$ cat src/rtl/sequenciador_multiciclo_pkg.sv
// Shared constants and types for the multicycle sequencer.
// SEQUENCIADOR_INSTRUCAO_INVALIDA_EN adds the sticky INVALIDA state.
package sequenciador_multiciclo_pkg;

    localparam logic [6:0] OPC_CARGA       = 7'b0000011;
    localparam logic [6:0] OPC_ARMAZENA    = 7'b0100011;
    localparam logic [6:0] OPC_DESVIO      = 7'b1100011;
    localparam logic [6:0] OPC_IMEDIATO    = 7'b0010011;
    localparam logic [6:0] OPC_REGISTRADOR = 7'b0110011;

    localparam logic [2:0] F3_LH   = 3'b001;
    localparam logic [2:0] F3_SH   = 3'b001;
    localparam logic [2:0] F3_BEQ  = 3'b000;
    localparam logic [2:0] F3_ANDI = 3'b111;
    localparam logic [2:0] F3_SRL  = 3'b101;
    localparam logic [2:0] F3_SUB  = 3'b000;
    localparam logic [2:0] F3_OR   = 3'b110;
    localparam logic [6:0] F7_SUB  = 7'b0100000;

    localparam logic [3:0] ULA_ADD = 4'b0000;
    localparam logic [3:0] ULA_SUB = 4'b0001;
    localparam logic [3:0] ULA_AND = 4'b0010;
    localparam logic [3:0] ULA_OR  = 4'b0011;
    localparam logic [3:0] ULA_SRL = 4'b0100;

    localparam logic [1:0] IMM_I  = 2'b00;
    localparam logic [1:0] IMM_S  = 2'b01;
    localparam logic [1:0] IMM_SB = 2'b10;

    localparam logic [1:0] A_PC        = 2'b00;
    localparam logic [1:0] A_PC_ANTIGO = 2'b01;
    localparam logic [1:0] A_RS1       = 2'b10;

    localparam logic [1:0] B_RS2    = 2'b00;
    localparam logic [1:0] B_QUATRO = 2'b01;
    localparam logic [1:0] B_IMM    = 2'b10;

    localparam logic [1:0] WB_ULA = 2'b00;
    localparam logic [1:0] WB_MEM = 2'b01;

    typedef enum logic [2:0] {
        BUSCA      = 3'd0,
        DECODIFICA = 3'd1,
        EXECUTA    = 3'd2,
        MEMORIA    = 3'd3,
        ESCRITA    = 3'd4
`ifdef SEQUENCIADOR_INSTRUCAO_INVALIDA_EN
        , INVALIDA = 3'd5
`endif
    } estado_t;

    typedef struct packed {
        logic carga;
        logic armazena;
        logic desvio;
        logic op_imediato;
        logic op_registrador;
        logic legal;
    } classe_t;

endpackage

$ cat src/rtl/sequenciador_multiciclo_if.sv
// Memory handshake between the sequencer (master) and the shared memory port (slave).
interface sequenciador_multiciclo_if;
    logic mem_requisicao;
    logic mem_escrever;
    logic endereco_fonte;
    logic mem_pronta;

    modport master (output mem_requisicao, output mem_escrever, output endereco_fonte,
                    input mem_pronta);
    modport slave  (input mem_requisicao, input mem_escrever, input endereco_fonte,
                    output mem_pronta);
endinterface

$ cat src/rtl/sequenciador_multiciclo_classificador_instrucao.sv
// Combinational decode of opcode/funct3/funct7 into a one-hot class plus legal flag.
module classificador_instrucao
    import sequenciador_multiciclo_pkg::*;
(
    input  logic [6:0] codigo_operacao,
    input  logic [2:0] funcao3,
    input  logic [6:0] funcao7,
    output classe_t    classe
);

    always_comb begin
        classe = '0;
        case (codigo_operacao)
            OPC_CARGA:       classe.carga    = (funcao3 == F3_LH);
            OPC_ARMAZENA:    classe.armazena = (funcao3 == F3_SH);
            OPC_DESVIO:      classe.desvio   = (funcao3 == F3_BEQ);
            OPC_IMEDIATO:    classe.op_imediato = (funcao3 == F3_ANDI) || (funcao3 == F3_SRL);
            OPC_REGISTRADOR: classe.op_registrador =
                                 ((funcao3 == F3_SUB) && (funcao7 == F7_SUB)) || (funcao3 == F3_OR);
            default: ;
        endcase
        classe.legal = classe.carga | classe.armazena | classe.desvio |
                       classe.op_imediato | classe.op_registrador;
    end

endmodule

$ cat src/rtl/sequenciador_multiciclo.sv
// Multicycle control FSM for the RV32 subset datapath with a shared memory port.
// SEQUENCIADOR_INSTRUCAO_INVALIDA_EN: illegal instructions trap in a sticky INVALIDA state.
module sequenciador_multiciclo
    import sequenciador_multiciclo_pkg::*;
#(
    parameter int unsigned LARGURA_CONTADOR = 32
) (
    input  logic                        clk,
    input  logic                        reset,
    input  logic [6:0]                  codigo_operacao,
    input  logic [2:0]                  funcao3,
    input  logic [6:0]                  funcao7,
    input  logic                        zero_ula,
    sequenciador_multiciclo_if.master   mem,
    output logic                        ir_escrever,
    output logic                        pc_escrever,
    output logic                        pc_fonte,
    output logic [1:0]                  ula_fonte_a,
    output logic [1:0]                  ula_fonte_b,
    output logic [3:0]                  operacao_ula,
    output logic [1:0]                  fonte_imediato,
    output logic                        escrever_registrador,
    output logic [1:0]                  memoria_para_registrador,
    output logic [2:0]                  estado,
    output logic [LARGURA_CONTADOR-1:0] instrucoes_concluidas
`ifdef SEQUENCIADOR_INSTRUCAO_INVALIDA_EN
    , output logic                      instrucao_invalida
`endif
);

    estado_t estado_q, estado_d;
    logic [LARGURA_CONTADOR-1:0] contador_q, contador_d;
    classe_t classe;
    logic requisicao, escrever_mem, endereco;

    classificador_instrucao u_classificador (
        .codigo_operacao (codigo_operacao),
        .funcao3         (funcao3),
        .funcao7         (funcao7),
        .classe          (classe)
    );

    always_ff @(posedge clk or posedge reset) begin
        if (reset) begin
            estado_q   <= BUSCA;
            contador_q <= '0;
        end else begin
            estado_q   <= estado_d;
            contador_q <= contador_d;
        end
    end

    always_comb begin
        estado_d                 = estado_q;
        contador_d               = contador_q;
        requisicao               = 1'b0;
        escrever_mem             = 1'b0;
        endereco                 = 1'b0;
        ir_escrever              = 1'b0;
        pc_escrever              = 1'b0;
        pc_fonte                 = 1'b0;
        ula_fonte_a              = A_PC;
        ula_fonte_b              = B_RS2;
        operacao_ula             = ULA_ADD;
        fonte_imediato           = IMM_I;
        escrever_registrador     = 1'b0;
        memoria_para_registrador = WB_ULA;
        case (estado_q)
            BUSCA: begin
                requisicao = 1'b1;
                if (mem.mem_pronta) begin
                    ir_escrever = 1'b1;
                    pc_escrever = 1'b1;
                    ula_fonte_b = B_QUATRO;
                    estado_d    = DECODIFICA;
                end
            end
            DECODIFICA: begin
                ula_fonte_a    = A_PC_ANTIGO;
                ula_fonte_b    = B_IMM;
                fonte_imediato = IMM_SB;
`ifdef SEQUENCIADOR_INSTRUCAO_INVALIDA_EN
                estado_d = classe.legal ? EXECUTA : INVALIDA;
`else
                estado_d = classe.legal ? EXECUTA : BUSCA;
`endif
            end
            EXECUTA: begin
                ula_fonte_a = A_RS1;
                estado_d    = BUSCA;
                if (classe.carga || classe.armazena) begin
                    ula_fonte_b    = B_IMM;
                    fonte_imediato = classe.armazena ? IMM_S : IMM_I;
                    estado_d       = MEMORIA;
                end else if (classe.op_registrador) begin
                    operacao_ula = (funcao3 == F3_SUB) ? ULA_SUB : ULA_OR;
                    estado_d     = ESCRITA;
                end else if (classe.op_imediato) begin
                    ula_fonte_b  = B_IMM;
                    operacao_ula = (funcao3 == F3_ANDI) ? ULA_AND : ULA_SRL;
                    estado_d     = ESCRITA;
                end else begin
                    operacao_ula = ULA_SUB;
                    pc_escrever  = zero_ula;
                    pc_fonte     = zero_ula;
                    contador_d   = contador_q + LARGURA_CONTADOR'(1);
                end
            end
            MEMORIA: begin
                requisicao   = 1'b1;
                endereco     = 1'b1;
                escrever_mem = classe.armazena;
                if (mem.mem_pronta) begin
                    if (classe.armazena) begin
                        estado_d   = BUSCA;
                        contador_d = contador_q + LARGURA_CONTADOR'(1);
                    end else begin
                        estado_d = ESCRITA;
                    end
                end
            end
            ESCRITA: begin
                escrever_registrador     = 1'b1;
                memoria_para_registrador = classe.carga ? WB_MEM : WB_ULA;
                estado_d                 = BUSCA;
                contador_d               = contador_q + LARGURA_CONTADOR'(1);
            end
`ifdef SEQUENCIADOR_INSTRUCAO_INVALIDA_EN
            INVALIDA: estado_d = INVALIDA;
`endif
            default: estado_d = BUSCA;
        endcase
        // The async reset forces BUSCA immediately; keep the bus and enables quiet while it is held.
        if (reset) begin
            requisicao           = 1'b0;
            escrever_mem         = 1'b0;
            ir_escrever          = 1'b0;
            pc_escrever          = 1'b0;
            escrever_registrador = 1'b0;
        end
    end

    assign mem.mem_requisicao    = requisicao;
    assign mem.mem_escrever      = escrever_mem;
    assign mem.endereco_fonte    = endereco;
    assign estado                = estado_q;
    assign instrucoes_concluidas = contador_q;
`ifdef SEQUENCIADOR_INSTRUCAO_INVALIDA_EN
    assign instrucao_invalida    = (estado_q == INVALIDA);
`endif

endmodule

$ cat src/flat_wrapper.sv
// flat-port wrapper written by rule: the top's interface ports become plain ports
module sequenciador_multiciclo_flat import sequenciador_multiciclo_pkg::*;
#(
    parameter int unsigned LARGURA_CONTADOR = 32
)
  (clk, reset, codigo_operacao, funcao3, funcao7, zero_ula, ir_escrever, pc_escrever, pc_fonte, ula_fonte_a, ula_fonte_b, operacao_ula, fonte_imediato, escrever_registrador, memoria_para_registrador, estado, instrucoes_concluidas, mem_mem_requisicao, mem_mem_escrever, mem_endereco_fonte, mem_mem_pronta);
  sequenciador_multiciclo_if mem_i ();
  input  logic clk;
  input  logic reset;
  input  logic [6:0] codigo_operacao;
  input  logic [2:0] funcao3;
  input  logic [6:0] funcao7;
  input  logic zero_ula;
  output logic ir_escrever;
  output logic pc_escrever;
  output logic pc_fonte;
  output logic [1:0] ula_fonte_a;
  output logic [1:0] ula_fonte_b;
  output logic [3:0] operacao_ula;
  output logic [1:0] fonte_imediato;
  output logic escrever_registrador;
  output logic [1:0] memoria_para_registrador;
  output logic [2:0] estado;
  output logic [LARGURA_CONTADOR-1:0] instrucoes_concluidas;
  output wire logic [$bits(mem_i.mem_requisicao)-1:0] mem_mem_requisicao;
  output wire logic [$bits(mem_i.mem_escrever)-1:0] mem_mem_escrever;
  output wire logic [$bits(mem_i.endereco_fonte)-1:0] mem_endereco_fonte;
  input wire logic [$bits(mem_i.mem_pronta)-1:0] mem_mem_pronta;
  assign mem_mem_requisicao = mem_i.mem_requisicao;
  assign mem_mem_escrever = mem_i.mem_escrever;
  assign mem_endereco_fonte = mem_i.endereco_fonte;
  assign mem_i.mem_pronta = mem_mem_pronta;
  sequenciador_multiciclo #(.LARGURA_CONTADOR(LARGURA_CONTADOR)) u_core (.clk(clk), .reset(reset), .codigo_operacao(codigo_operacao), .funcao3(funcao3), .funcao7(funcao7), .zero_ula(zero_ula), .mem(mem_i), .ir_escrever(ir_escrever), .pc_escrever(pc_escrever), .pc_fonte(pc_fonte), .ula_fonte_a(ula_fonte_a), .ula_fonte_b(ula_fonte_b), .operacao_ula(operacao_ula), .fonte_imediato(fonte_imediato), .escrever_registrador(escrever_registrador), .memoria_para_registrador(memoria_para_registrador), .estado(estado), .instrucoes_concluidas(instrucoes_concluidas));
endmodule
$ cat config.mk
export PLATFORM = sky130hd
export DESIGN_NAME = sequenciador_multiciclo_flat
export DESIGN_NICKNAME = d
export VERILOG_FILES = /design/src/rtl/sequenciador_multiciclo_pkg.sv /design/src/rtl/sequenciador_multiciclo_if.sv /design/src/rtl/sequenciador_multiciclo_classificador_instrucao.sv /design/src/rtl/sequenciador_multiciclo.sv /design/src/flat_wrapper.sv
export SDC_FILE = /design/constraint.sdc
export NUM_CORES = 1
export LEC_CHECK = 0
export CORE_ASPECT_RATIO = 1.25
export CORE_UTILIZATION = 45
export DETAILED_ROUTE_END_ITERATION = 12
export GPL_TIMING_DRIVEN = 0
export PLACE_DENSITY_LB_ADDON = 0.2
export SLEW_MARGIN = 20
export SYNTH_ARGS = -nofsm -noshare
export SYNTH_HDL_FRONTEND = slang
export SYNTH_SLANG_ARGS = --single-unit
$ cat constraint.sdc
create_clock -name clk -period 3.1 [get_ports clk]
set_clock_uncertainty 0.2 [all_clocks]
set_input_delay 0.465 -clock clk [delete_from_list [all_inputs] [get_ports clk]]
set_output_delay 0.465 -clock clk [all_outputs]
set_load 0.02 [all_outputs]
==> metrics.cfg, run 1 <==
[finish]
layout_commonest_cell=clkdlybuf4s50_1
syn_to_final_growth_pct=49.91
final_cell_mix=clkdlybuf4s50_1, dfrtp_1, xnor2_1
drive_above_1_share=0.1138
final_area_um2=2969
instances_no_fill=346
nFillCells=357
nNetsFinal=311
fin_util=0.7130
diodes=0

[floorplanning]
start_util=0.4757
top_level_ports=75
die-area_um2=4673
core_area_um2=4164
die_h_um=76.18
core.rowCount=26
die-width_um=61.34

[run]
maxCapViolCount=0

[routing]
wl_mm=5.079
first_pass_iters=4
vias=1857
vias_per_cell=5.367
final_antenna_net_count=0
drcViolationCount=0
avgRoutedWirePerCell_um=14.68
drtIter0Drc=96

[timing]
hold_viol=0
fmax_mhz=329.6
whs_ns=0.2847
fin_crit_sh=0.9788
finalSetupViolations=0
layout_min_cycle_time_ns=3.034
setup_ws_ns=0.06574
slew_viol_final=0
max_slew.worst_pin.slew_ns=0.7294
slew_headroom=0.5130

[clock_tree]
clk_transition_reported_paths_ns=0.08
ctsLongestPathBuffers=2
clock_latency_ns=0.29
clock_sinks=35
cts_root_buf=clkbuf_8
cts_tree=done
cts_buffers=5
htree_levels=2

[pwr]
power_frac_seq=0.463
ir_worst_vdd_mv=0.3491
p_int_uw=781.8
switchingPower_uw=255.4
power.share.clock=0.393
combinationalPowerShare=0.144
power.leakage_nw=1.295
p_per_area_nw_per_um2=349.3
switching_share=0.2462

[placed_design]
place.gp.congestion=0.8537
port_buffers=72
post-dp-hpwl_mm=3.517
dp_slack_ns=-0.5201
placed_cell_area_um2=2775
post-place-cells=335

[hold_path]
hold_path.class=reg -> reg

[synthesis]
yosysTopAreaCell=dfrtp_1
synthTopCellsByArea=dfrtp_1, xnor2_1, xor2_1
avgSynthCellArea_um2=9.615
synthCells=206
ys_warn_count=0
synth_ff_type=dfrtp_1
synth_seq_area_share=0.4422
synth-seq-cells=35
ys_async_sr_fraction=1.000
yosysTopAreaCellShare=0.4422
synthDistinctLibCells=43
syn_area_um2=1981
synth_edf_count=0

[status]
status=completed

[global_route]
grt.total_usage=0.2287
antenna_found_initial=0
grt_max_degree=37
grt_pass1_wl_mm=8.031
grt_remaining_overflow=0
grt_pass1_vias=1769

[critical_path]
path_class=in -> out
cp.arrival_ns=2.37
crit_path_end_kind=primary output
crit_path_max_fanout=4
critPathRequiredTime_ns=2.43
worst_setup_path_start_kind=input port

power by group through the flow:
| stage | combinational, mW | clock [mW] | sequential (mW) |
|---|---|---|---|
| after floorplan | 0.0526 | 0 | 0.502 |
| after global placement | 0.139 | 0 | 0.489 |
| after detailed placement | 0.143 | 0 | 0.489 |
| after CTS | 0.146 | 0.415 | 0.481 |
| after global routing | 0.160 | 0.442 | 0.483 |
| final | 0.149 | 0.408 | 0.480 |
worst paths after layout:
check / from / end / slack [ns] / depth (start not counted)
worst max-delay path: codigo_operacao[3] / ula_fonte_b[1] / 0.07 / 7
worst min-delay path: u_core.instrucoes_concluidas[31] / u_core.instrucoes_concluidas[31] / 0.28 / 1
worst max register to register: u_core.estado[1] / u_core.instrucoes_concluidas[31] / 0.61 / 6
worst min register to register: u_core.instrucoes_concluidas[31] / u_core.instrucoes_concluidas[31] / 0.28 / 1
max in group asynchronous: reset / u_core.instrucoes_concluidas[9] / 1.68 / 2
min in group asynchronous: reset / u_core.estado[1] / 0.55 / 2
kinds of logic (layout without fill, tap and decap cells):
family | after synthesis | after routing | share of synthesized area
xor+xnor | 32 | 32 | 0.1415
buf+inv | 19 | 102 | 0.04990
fa+ha+maj | 1 | 1 | 0.006316
simple gates | 102 | 102 | 0.3013
other cells | 1 | 2 | 0.001893
mux | 1 | 1 | 0.005685
compound gates | 15 | 15 | 0.05117
flops | 35 | 35 | 0.4422
cell type report:
class | instances | area (um^2) | share of cell area
inverters | 9 | 33.78 | 0.01138
well taps | 56 | 70.07 | 0.02360
clock inverters | 3 | 43.79 | 0.01475
plain buffers | 10 | 65.06 | 0.02191
flip-flops and latches | 35 | 875.8 | 0.2950
repair buffers | 75 | 737.0 | 0.2482
clock buffers | 5 | 68.82 | 0.02318
multi-input cells | 153 | 1075 | 0.3620
cells in the mapped netlist, types with 2 or more instances:
cell type  instances
a21oi_1            2
a31oi_1            2
and2_1             3
and3_1             9
and4_1             3
buf_4              3
buf_6              2
clkbuf_1           4
dfrtp_1           35
inv_1              9
nand2_1           13
nand2b_1           2
nand3_1           14
nand3b_1           4
nand4_1           11
nor2_1            13
nor3_1            14
nor4_1             4
o21a_1             2
o21ai_0            3
or3_4              2
xnor2_1           23
xor2_1             9
flip-flops by register name (all words and copies together), names as in the netlist:
signal and cells:
u_core.instrucoes_concluidas 32, u_core.estado 3
through the flow:
step           total power [mW]  setup TNS, ns
5_1_grt                   1.084      -0.001565
4_1_cts                   1.042       -0.09619
3_5_place_dp             0.6325         -2.017
3_3_place_gp             0.6283         -1.882
2_1_floorplan            0.5550              0
6_report                  1.037              0
worst max-delay path, stage by stage:
cell             delay (ns)
clkdlybuf4s50_1        0.42
nand4bb_4              0.28
buf_4                  0.18
nor3_4                 0.23
o21ai_0                0.12
nand2b_1               0.07
clkdlybuf4s50_1        0.59
layer usage:
metal,up-vias,track usage,part of all wire
li1,887,-,-
met3,10,0.06282,0.081
met1,877,0.2873,0.40
met5,-,0,0
met4,0,0.06889,0.017
met2,83,0.3750,0.50
repair_timing:
| item | CTS | global route |
|---|---|---|
| hold buffers | 0 | 0 |
| hold endpoints to repair | 0 | 0 |
| gates resized for setup | 11 | 10 |
| endpoints found under the setup margin | 8 | 4 |
| setup buffers | 0 | 3 |
| cloned | 0 | 0 |
| pin swaps | 2 | 5 |
(Power assumes the default switching activity.)
==> run 2, diff against run 1 <==
--- a/config.mk
+++ b/config.mk
@@ -6,7 +6,7 @@
 export NUM_CORES = 1
 export LEC_CHECK = 0
 export CORE_ASPECT_RATIO = 1.25
-export CORE_UTILIZATION = 45
+export CORE_UTILIZATION = 47
 export DETAILED_ROUTE_END_ITERATION = 12
 export GPL_TIMING_DRIVEN = 0
 export PLACE_DENSITY_LB_ADDON = 0.2
==> run 2 against run 1 <==
Effect of this change: flip-flop and latch count is the same; global-route usage shrank 0.56 points; via count shrank 1.2%; worst hold slack gained 0.0033 ns; die area shrank 4.1%; critical path type unchanged; largest power group unchanged.
==> metrics.cfg, run 2 (same netlist as run 1, synthesis figures left out) <==
[status]
status=completed

[global_route]
grt_pass1_wl_mm=7.569  ; -5.8%
grt_pass1_vias=1697  ; -4.1%
grt_max_degree=37  ; unchanged
grt_remaining_overflow=0  ; unchanged
grt.total_usage=0.2231  ; -0.005590
antenna_found_initial=0  ; unchanged

[routing]
wl_mm=4.842  ; -4.7%
final_antenna_net_count=0  ; unchanged
vias=1834  ; -1.2%
vias_per_cell=5.316  ; -0.95%
drcViolationCount=0  ; unchanged
first_pass_iters=4  ; unchanged
avgRoutedWirePerCell_um=14.03  ; -4.4%
drtIter0Drc=72  ; -25%

[clock_tree]
cts_buffers=5  ; unchanged
ctsLongestPathBuffers=2  ; unchanged
clk_transition_reported_paths_ns=0.06  ; -0.02 ns
ctsHoldBuffers=0  ; unchanged
htree_levels=2  ; unchanged
cts_tree=done
clock_latency_ns=0.28  ; about the same
clock_sinks=35  ; unchanged
cts_root_buf=clkbuf_8

[finish]
nNetsFinal=310  ; -0.32%
final_area_um2=2923  ; -1.6%
layout_commonest_cell=clkdlybuf4s50_1
drive_above_1_share=0.1038  ; -0.009987
syn_to_final_growth_pct=47.57
fin_util=0.7188  ; +0.005728
diodes=0  ; unchanged
final_cell_mix=clkdlybuf4s50_1, dfrtp_1, xnor2_1
largest_reg_flops=32  ; unchanged

[timing]
finalSetupTns_ns=0  ; unchanged
fmax_mhz=335.7  ; +1.9%
max_slew.worst_pin.slew_ns=0.7210  ; -0.008337 ns
slew_viol_final=0  ; unchanged
finalSetupViolations=0  ; unchanged
slew_headroom=0.5186  ; +0.005566
hold_viol=0  ; unchanged
fin_crit_sh=0.9609  ; -0.01785
rsz0062_at_grt=no
layout_min_cycle_time_ns=2.979  ; -0.05535 ns

[critical_path]
cp.buffers_inverters=2  ; -1
path_cells=clkdlybuf4s50_1 > nand4bb_4 > nor3_2 > nor3b_1 > clkdlybuf4s50_1
path_class=in -> out
cpPeakStageDelay_ns=0.63  ; +0.04 ns
crit_path_end_kind=primary output
crit_path_max_fanout=6  ; +2
crit_top_cell=clkdlybuf4s50_1
critPathRequiredTime_ns=2.43  ; about the same
worst_setup_path_start_kind=input port
crit_slowest_cell=clkdlybuf4s50_1
path_delay_family=buffers and inverters
cp.arrival_ns=2.31  ; -0.06 ns
r2r_slack_ns=0.56  ; -0.05 ns

[floorplanning]
die-area_um2=4480  ; -4.1%
core.rowCount=26  ; unchanged
start_util=0.4871  ; +0.01142
die-width_um=60.07  ; -2.1%
die_h_um=74.58  ; -2.1%
core_area_um2=4066  ; -2.3%
top_level_ports=75  ; unchanged

[pwr]
power_frac_seq=0.514  ; +0.051
switching_share=0.2549  ; +0.008679
p_per_area_nw_per_um2=320.6  ; -8.2%
switchingPower_uw=238.8  ; -6.5%
power.total_uw=937.0  ; -9.7%
power.leakage_nw=1.257  ; -3.0%
power.share.clock=0.332  ; -0.061
p_int_uw=698.1  ; -11%
ir_worst_vdd_mv=0.2724  ; -22%
combinationalPowerShare=0.155  ; +0.011

[placed_design]
post-dp-hpwl_mm=3.523  ; +0.19%
port_buffers=72  ; unchanged
placed_cell_area_um2=2775  ; unchanged
place.gp.congestion=0.8259  ; -3.3%

[hold_path]
hold_path.class=reg -> reg

[run]
maxCapViolCount=0  ; unchanged

==> run 2: cell count changes in the layout (fill, tap and decap cells not counted), sizes merged <==
| cell | previous run | this run |
|---|---|---|
| clkbuf | 10 | 12 |
| bufinv | 1 | 0 |
| buf | 9 | 8 |
| clkinv | 2 | 1 |
| dlygate4sd2 | 5 | 6 |
| clkdlybuf4s50 | 64 | 63 |
==> run 2: worst reg2reg max path: stages, from the launching register on <==
cell      delay, ns
dfrtp_1        0.36
clkbuf_1       0.29
nand3b_1       0.30
o21a_1         0.31
nor3_1         0.59
nand4_1        0.19
xnor2_1        0.17
==> run 2: final timing paths <==
check                                              endpoint                             start  depth (start not counted)
setup reg to reg           u_core.instrucoes_concluidas[31]                  u_core.estado[1]                          6
max in group asynchronous  u_core.instrucoes_concluidas[29]                             reset                          2
hold reg to reg            u_core.instrucoes_concluidas[31]  u_core.instrucoes_concluidas[31]                          1
hold / removal             u_core.instrucoes_concluidas[31]  u_core.instrucoes_concluidas[31]                          1
min in group asynchronous                  u_core.estado[1]                             reset                          2
setup / recovery                            operacao_ula[2]                codigo_operacao[3]                          5
==> run 2: per-stage QoR <==
stage	hold WS (ns)	instances	setup WS (ns)
2_1_floorplan	0.3824	207	0.5083
6_report	0.2880	345	0.1211
5_1_grt	0.3181	345	0.003254
3_3_place_gp	0.2580	335	-0.4954
3_5_place_dp	0.2847	335	-0.4992
4_1_cts	0.2977	343	-0.04620
==> run 2: what timing repair did <==
item / CTS / global route
gates resized for setup: 12 / 9
setup endpoints to repair: 8 / 3
setup buffers: 0 / 2
pin swaps: 2 / 3
hold endpoints to repair: 0 / 0
==> run 2: layout make-up <==
| type | count | area [um^2] |
|---|---|---|
| Inverter | 9 | 33.78 |
| Clock inverter | 1 | 5.005 |
| Multi-Input combinational cell | 153 | 1069 |
| Sequential cell | 35 | 875.8 |
| Timing Repair Buffer | 74 | 728.2 |
| Clock buffer | 7 | 76.32 |
| Tap cell | 56 | 70.07 |
| Fill cell | 324 | 1144 |
| Buffer | 10 | 65.06 |
==> run 2: power groups by stage <==
stage	logic, mW	clock network [mW]	registers [mW]
5_1_grt	0.158	0.339	0.483
2_1_floorplan	0.0526	0	0.502
3_3_place_gp	0.139	0	0.490
4_1_cts	0.143	0.321	0.481
3_5_place_dp	0.141	0	0.490
6_report	0.145	0.311	0.481
==> run 2: per-layer routing <==
metal	wire [um]	up-vias	part of all wire	GRT usage
met5	0	-	0	0
met1	2061	873	0.43	0.2729
li1	-	885	-	-
met4	92	0	0.019	0.1034
met3	320	9	0.066	0.04870
met2	2369	67	0.49	0.3716
